File: src/rtl/serial_out_pkg.sv
// serial_out_pkg: shared state encoding and sizing helpers for the serial output transmitter.
// SERIAL_OUT_PARITY_EN adds one parity bit to the frame width.
package serial_out_pkg;
  localparam logic [1:0] S_IDLE = 2'd0;
  localparam logic [1:0] S_LOW  = 2'd1;
  localparam logic [1:0] S_HIGH = 2'd2;
  localparam logic [1:0] S_GAP  = 2'd3;
`ifdef SERIAL_OUT_PARITY_EN
  localparam int PAR_W = 1;
`else
  localparam int PAR_W = 0;
`endif
  function automatic int frame_w(input int aw, input int dw);
    return aw + dw + PAR_W;
  endfunction
  function automatic int cnt_w(input int n);
    return n <= 1 ? 1 : $clog2(n);
  endfunction
endpackage

File: src/rtl/serial_out_sync_fifo.sv
// serial_out_sync_fifo: DEPTH-entry synchronous FIFO with registered full/empty flags.
module serial_out_sync_fifo #(
  parameter int W     = 15,
  parameter int DEPTH = 4
) (
  input  logic         clk_in,
  input  logic         reset_n,
  input  logic         push,
  input  logic         pop,
  input  logic [W-1:0] wdata,
  output logic [W-1:0] rdata,
  output logic         full,
  output logic         empty
);
  localparam int PW = $clog2(DEPTH);
  localparam int CW = PW + 1;
  logic [W-1:0] mem [DEPTH];
  logic [PW-1:0] wp, rp;
  logic [CW-1:0] cnt, cnt_n;
  logic do_push, do_pop;
  assign do_push = push & ~full;
  assign do_pop = pop & ~empty;
  assign cnt_n = cnt + CW'(do_push) - CW'(do_pop);
  assign rdata = mem[rp];
  always_ff @(posedge clk_in or negedge reset_n) begin
    if (!reset_n) begin
      wp <= '0;
      rp <= '0;
      cnt <= '0;
      full <= 1'b0;
      empty <= 1'b1;
    end else begin
      if (do_push) wp <= wp + PW'(1);
      if (do_pop) rp <= rp + PW'(1);
      cnt <= cnt_n;
      full <= cnt_n == CW'(DEPTH);
      empty <= cnt_n == '0;
    end
  end
  always_ff @(posedge clk_in)
    if (do_push) mem[wp] <= wdata;
endmodule

File: src/rtl/serial_out_fifo_tx.sv
// serial_out_fifo_tx: queues {A,D} words and shifts each out MSB-first with a strobe on OutC.
// Define SERIAL_OUT_PARITY_EN to append an even-parity bit after the data LSB.
module serial_out_fifo_tx #(
  parameter int DATA_W  = 8,
  parameter int ADDR_W  = 7,
  parameter int DEPTH   = 4,
  parameter int CLK_DIV = 2
) (
  input  logic              clk_in,
  input  logic              reset_n,
  input  logic [DATA_W-1:0] D,
  input  logic [ADDR_W-1:0] A,
  input  logic              Go,
  output logic              Ready,
  output logic              Ovf,
  output logic              Busy,
  output logic              Done,
  output logic              OutD,
  output logic              OutC
);
  import serial_out_pkg::*;
  localparam int WW = ADDR_W + DATA_W;
  localparam int FW = frame_w(ADDR_W, DATA_W);
  localparam int DW = cnt_w(CLK_DIV);
  localparam int BW = cnt_w(FW);
  localparam logic [DW-1:0] DIV_LAST = DW'(CLK_DIV - 1);
  localparam logic [BW-1:0] BIT_LAST = BW'(FW - 1);
  logic [WW-1:0] word;
  logic [FW-1:0] frame, sh, sh_n;
  logic [1:0] state, state_n;
  logic [DW-1:0] div, div_n;
  logic [BW-1:0] bit_cnt, bit_n;
  logic full, empty, pop, div_last;
  serial_out_sync_fifo #(.W(WW), .DEPTH(DEPTH)) u_fifo (
    .clk_in(clk_in), .reset_n(reset_n), .push(Go), .pop(pop),
    .wdata({A, D}), .rdata(word), .full(full), .empty(empty)
  );
  assign Ready = ~full;
  assign div_last = div == DIV_LAST;
`ifdef SERIAL_OUT_PARITY_EN
  assign frame = {word, ^word};
`else
  assign frame = word;
`endif
  always_comb begin
    state_n = state;
    div_n = div_last ? '0 : div + DW'(1);
    bit_n = bit_cnt;
    sh_n = sh;
    pop = 1'b0;
    case (state)
      S_IDLE: begin
        div_n = '0;
        if (!empty) begin
          pop = 1'b1;
          sh_n = frame;
          bit_n = '0;
          state_n = S_LOW;
        end
      end
      S_LOW: state_n = div_last ? S_HIGH : S_LOW;
      S_HIGH: begin
        if (div_last && bit_cnt == BIT_LAST) state_n = S_GAP;
        else if (div_last) begin
          state_n = S_LOW;
          bit_n = bit_cnt + BW'(1);
          sh_n = sh << 1;
        end
      end
      default: state_n = div_last ? S_IDLE : S_GAP;
    endcase
  end
  // Outputs are registered from next-state values so they align with the state they describe.
  always_ff @(posedge clk_in or negedge reset_n) begin
    if (!reset_n) begin
      state <= S_IDLE;
      div <= '0;
      bit_cnt <= '0;
      sh <= '0;
      OutD <= 1'b0;
      OutC <= 1'b0;
      Busy <= 1'b0;
      Done <= 1'b0;
      Ovf <= 1'b0;
    end else begin
      state <= state_n;
      div <= div_n;
      bit_cnt <= bit_n;
      sh <= sh_n;
      OutC <= state_n == S_HIGH;
      OutD <= (state_n == S_LOW || state_n == S_HIGH) & sh_n[FW-1];
      Busy <= state_n != S_IDLE;
      Done <= state_n == S_GAP && div_n == DIV_LAST;
      Ovf <= Ovf | (Go & full);
    end
  end
endmodule

File: config.mk
export PLATFORM = sky130hd
export DESIGN_NAME = serial_out_fifo_tx
export DESIGN_NICKNAME = d
export VERILOG_FILES = /design/src/rtl/serial_out_pkg.sv /design/src/rtl/serial_out_sync_fifo.sv /design/src/rtl/serial_out_fifo_tx.sv
export SDC_FILE = /design/constraint.sdc
export NUM_CORES = 1
export LEC_CHECK = 0
export ABC_AREA = 0
export BUFFER_PORTS_ARGS = -buffer_cell sky130_fd_sc_hd__buf_4
export CORE_MARGIN = 2
export CORE_UTILIZATION = 50
export DETAILED_ROUTE_END_ITERATION = 16
export GPL_ROUTABILITY_DRIVEN = 0
export GPL_TIMING_DRIVEN = 0
export PLACE_DENSITY = 0.75
export SLEW_MARGIN = 20
export SYNTH_ARGS = -nofsm -noshare
export SYNTH_HDL_FRONTEND = slang
export SYNTH_SLANG_ARGS = --single-unit
File: constraint.sdc
create_clock -name clk_in -period 3.84 [get_ports clk_in]
set_clock_uncertainty 0.15 [all_clocks]
set_input_delay 0.576 -clock clk_in [delete_from_list [all_inputs] [get_ports clk_in]]
set_output_delay 0.576 -clock clk_in [all_outputs]
set_load 0.05 [all_outputs]
After elaboration in Yosys (flattened, before gate mapping):

Memories as Yosys holds them, arrays and structs flattened.
Cells that the tools add are included.

* register bits after elaboration: 36
* input bits: 18
* word-level logic and storage cells: 67
* memory bits (writable): 60
* memories kept: 1
* output and inout bits: 6

Memories
* u_fifo.mem: words 4, bits a word 15, rd ports 1, clocked after memory_dff 0, write ports 1, line serial_out_sync_fifo.sv:17 `logic [W-1:0] mem [DEPTH];`

* bitwise logic cells: 7
* equal/unequal tests: 10
* multiplexer cells: 20
* reductions and logical operators: 8
* $add $sub $neg: 6

Operators by type and width (number)
* 15-bit two-way mux: 3
* 15-bit case mux with 2 select lines: 1
* 4-bit two-way mux: 3
* 2-bit two-way mux: 5
* 4-bit case mux with 2 select lines: 1
* 2-bit equality test (second input constant): 3
* 1-bit two-way mux: 6
* 2-bit inequality test (second input constant): 3
* 2-bit case mux with 3 select lines: 1
* 2-bit by 1-bit adder with 2-bit output (second input constant): 2
* 4-bit by 1-bit adder with 4-bit output (second input constant): 1
* 1-bit bitwise AND: 4
* 2-bit by 1-bit equality test with 1-bit output (second input constant): 2
* 4-bit equality test (second input constant): 1
* 4-bit AND reduction: 1
* 2-bit nonzero test: 2
* 3-bit by 1-bit adder with 3-bit output: 1
* 3-bit equality test (second input constant): 1
* 3-bit logical NOT: 1
* 3-bit by 1-bit subtractor with 3-bit output: 1
* 1-bit logical AND: 2
* 2-bit logical NOT: 1
* 1-bit NOT: 2
* 1-bit adder (second input constant): 1
* 2 further kinds: 2

Longest topological paths before layout:

* depth after elaboration: 7
* gate-level depth with buffers: 10
* gate-level depth less buffers: 8

Cells and area by module:

From an unflattened synthesis, not the netlist that was laid out.

* cell total of the unflattened synthesis: 222
* area total of the unflattened synthesis: 3938.8 µm²

Modules (own cells, without submodules)
* serial_out_sync_fifo: cells an instance 115, times used 1, seq. area each 2028.2 µm², area each 2670.1 µm²
* serial_out_fifo_tx: cells an instance 107, times used 1, seq. area each 675.6 µm², area each 1268.7 µm²

Worst setup path before layout:

OpenSTA, ideal clock, no wires.

* kind: reg2reg
* from: register state[0]
* to: register u_fifo.full
* buffers on the path: 2
* setup time: 0.088 ns
* stages on the path, launching flop included: 11
* setup slack: 1.336 ns
* data arrival time: 2.265 ns
* data required time: 3.602 ns
* period minus slack after synthesis: 2.504 ns
* cells stage by stage: dfrtp_1 or3_1 buf_6 inv_8 buf_4 ha_1 inv_1 ha_1 fa_1 xnor2_1 nor3b_1

* longest elaborated chain between the ends: 5

RTL lines
* start, declared: line serial_out_fifo_tx.sv:30 `logic [1:0] state, state_n;`
* start signal, assigned: line serial_out_fifo_tx.sv:86 `state <= state_n;`
* 2-bit logical NOT: line serial_out_fifo_tx.sv:51 `case (state)`
* 1-bit two-way mux: line serial_out_fifo_tx.sv:51
* 1-bit bitwise AND: line serial_out_sync_fifo.sv:22 `assign do_pop = pop & ~empty;`
* via u_fifo.do_pop: line serial_out_sync_fifo.sv:20 `logic do_push, do_pop;`
* 3-bit by 1-bit subtractor with 3-bit output: line serial_out_sync_fifo.sv:23 `assign cnt_n = cnt + CW'(do_push) - CW'(do_pop);`
* via u_fifo.cnt_n[2]: line serial_out_sync_fifo.sv:19 `logic [CW-1:0] cnt, cnt_n;`
* 3-bit equality test: line serial_out_sync_fifo.sv:36 `full <= cnt_n == CW'(DEPTH);`
* end signal, assigned: line serial_out_sync_fifo.sv:36
* end, declared: line serial_out_sync_fifo.sv:12 `output logic full,`

The timed path passes the listed nets, and every way through them passes these cells.
A chain may end at the register's enable or synchronous reset.

Worst setup path after layout:

Same ends and word-level chain as after synthesis.

==> qor.yml <==
logic_synthesis:
  synthTopCellsByArea: "edfxtp_1, dfrtp_1, mux4_2"
  yosys.area.top_type: "edfxtp_1"
  async_flop_share_pct: 37.5
  syn_nets: 268
  netlist_instances: 238
  synth_top_area_share_pct: 46.4
  synth_edf_count: 60
  syn_area_per_cell_sq_um: 16.3
  ys_types: 36
  ys_ff_latch: 96
  synth_flop_cell: "edfxtp_1"
  synthesis.area_sq_mm: 0.00388
  yosysWarnings: 0
  synth-seq-area-share_pct: 69.7
die:
  rows: 32
  die_h_um: 92.1
  ioPinCount: 24
  core_sq_mm: 0.00761
  die_w_um: 92.1
  dieArea_sq_mm: 0.00848
  initial_core_util_pct: 51.0
power:
  powerDensity_mw_per_mm2: 539
  leakage_nw: 1.76
  finalPower_mw: 2.39
  peakVddDrop_v: 0.000348
sta:
  setup_viol: 0
  max_clock_freq_mhz: 363
  hold_viol: 0
  fin_setup_tns_ns: 0
  fin_crit_sh_pct: 71.8
  slew_viol_final: 0
  post-route-min-period_ns: 2.76
  worst_pin_slew_ns: 0.859
  rsz0062_at_grt: "no"
  relSlewSlack_pct: 42.7
critical_path:
  crit_top_cell: "ha_1"
  cp-end-kind: "flop"
  cpPeakStageDelay_ns: 0.47
  worstReg2RegStart: "state[0]"
  cp_top_family: "adder cells"
  r2r_end: "u_fifo.full"
  crit_buf_inv: 4
  cp_cell_sequence: "or3_1 -> buf_6 -> inv_8 -> buf_4 -> ha_1 -> inv_1 -> ha_1 -> fa_1 -> xnor2_1 -> nor3b_1"
  required_ns: 3.96
  cp_max_fo: 10
  worstPathArrival_ns: 2.88
  startpoint_type: "flop"
  critPathKind: "flop to flop"
  reg2reg_depth: 10
  crit_slowest_cell: "dfrtp_1"
  reg2reg_slack_ns: 1.08
grt:
  grt_pass1_wl_um: 10000
  grt_pass1_vias: 2044
  antenna_found_initial: 0
  gr-total-overflow: 0
  grt_max_degree: 37
  grt_util_all_layers_pct: 15.7
detailed_routing:
  drc: 0
  first_iter_violations: 115
  routed_wl_um: 6000
  avgRoutedWirePerCell_um: 15.8
  first_pass_iters: 4
  viasPerCell: 5.19
  ant_nets: 0
  via_count: 1967
cells_and_area:
  diodes: 0
  drive_gt1_share_pct: 24.5
  multiInputGateArea_sq_mm: 0.00104
  fillers: 614
  layout-area-overhead-vs-synth_pct: 14.0
  nets: 302
  regArea_sq_mm: 0.00270
clock_network:
  clkLatencyLatePin_ns: 0.36
  cts.hold.buffers_added: 0
  cts.sinks: 96
  ctsRootBufferMaster: "clkbuf_8"
  cts_tree: "built"
  cts.htree.levels: 3
  clk_path_buf_depth: 2
  post-cts-setup-buffers: 0
  cts-resized-gates: 0
  clkSlewWorstSetupHoldPaths_ns: 0.09
  numCtsBuffers: 9
hold_path:
  hp-class: "input pin to asynchronous set/reset pin"
status:
  status: "completed"
job:
  maxCapViolCount: 0
place:
  port_buffers: 23
  dpl.hpwl_um: 3880
flip-flops by register name, indices dropped and copies added, names as in the netlist:
name          flops
div               1
u_fifo.rp         2
Done              1
sh               15
state             2
OutC              1
u_fifo.mem       60
u_fifo.full       1
Busy              1
u_fifo.wp         2
u_fifo.empty      1
Ovf               1
OutD              1
u_fifo.cnt        3
bit_cnt           4
through the flow:
| stage | worst slack (ns) | std cells | area, sq um | hold slack [ns] | util (%) |
|---|---|---|---|---|---|
| floorplan | 1.34 | 238 | 3880 | 0.130 | - |
| global placement | 1.09 | 363 | 4180 | 0.287 | 55.0 |
| detailed placement | 1.10 | 363 | 4180 | 0.294 | 55.0 |
| CTS | 1.05 | 379 | 4420 | 0.00933 | 58.1 |
| global route | 0.896 | 379 | 4420 | 0.0275 | 58.1 |
| finish | 1.08 | 379 | 4420 | 0.0119 | 58.1 |
worst register-to-register path: stages (launching register included):
cell and delay, ns:
dfrtp_1 0.47, or3_1 0.42, buf_6 0.16, inv_8 0.09
buf_4 0.19, ha_1 0.15, inv_1 0.04, ha_1 0.18
fa_1 0.37, xnor2_1 0.25, nor3b_1 0.22
cells in the mapped netlist (2+ instances only):
cell type / instances
o21a_1: 2
buf_4: 3
and3_1: 2
and2_1: 5
xnor2_1: 4
nor2_1: 4
buf_2: 2
dfrtp_1: 35
edfxtp_1: 60
ha_1: 11
inv_1: 11
buf_6: 4
mux4_2: 15
nand2_1: 38
o21ai_0: 6
mux2i_1: 3
a22oi_1: 13
a21oi_1: 2
cell families (layout without fill, tap and decap cells):
kind of cell             count (synthesis)  in the layout  share of synthesized area, %
flip-flops                              96             96                          69.7
AND/OR/NAND/NOR                         56             56                          6.61
multiplexers                            19             19                          9.87
AO/OA/AOI/OAI                           27             27                          5.10
adder cells (fa/ha/maj)                 12             12                          4.06
XOR/XNOR                                 5              5                          1.13
buffers and inverters                   23             62                          3.55
worst max-delay path by stage:
stage,endpoint,depth (start not counted),slack [ns],from
3_5_place_dp,u_fifo.full,10,1.10,state[0]
6_report,u_fifo.full,10,1.08,state[0]
3_3_place_gp,u_fifo.full,10,1.09,state[0]
4_1_cts,u_fifo.full,10,1.05,state[0]
2_1_floorplan,u_fifo.full,10,1.34,state[0]
5_1_grt,u_fifo.full,10,0.90,state[0]
power by group:
group          total [mW]  switching, mW  internal (mW)  leakage (nW)
Sequential           1.31         0.0401           1.27         0.998
Combinational       0.298          0.183          0.115         0.642
Clock               0.780          0.346          0.434         0.117
per-layer routing:
metal	vias to the layer above	share of wire, %	GRT usage (%)
li1	933	-	-
met1	981	44	20.9
met2	47	51	25.4
met3	6	4.5	4.19
met4	0	0.95	5.35
met5	-	0	0
placed cells by master (no fill, tap or decap), drive strengths merged, types with 2 or more instances in the layout:
| cell type | n |
|---|---|
| nor2 | 4 |
| nand2 | 38 |
| buf | 33 |
| ha | 11 |
| a22oi | 13 |
| mux4 | 15 |
| and2 | 5 |
| o21a | 2 |
| nor2b | 2 |
| dfrtp | 35 |
| clkbuf | 10 |
| mux2i | 3 |
| and3 | 2 |
| o21ai | 6 |
| xnor2 | 4 |
| inv | 13 |
| edfxtp | 60 |
| a21oi | 2 |
| clkinv | 2 |
| bufinv | 3 |
area by class of cell:
cell class	instances	share of cell area, %
sequential	96	61.1
multi-input combinational	119	23.5
timing repair buffer	23	3.90
tap	102	2.89
clock buffer	9	2.80
clock inverter	7	2.69
buffer	11	1.92
inverter	12	1.19
Power figures use the tool's default switching activity.
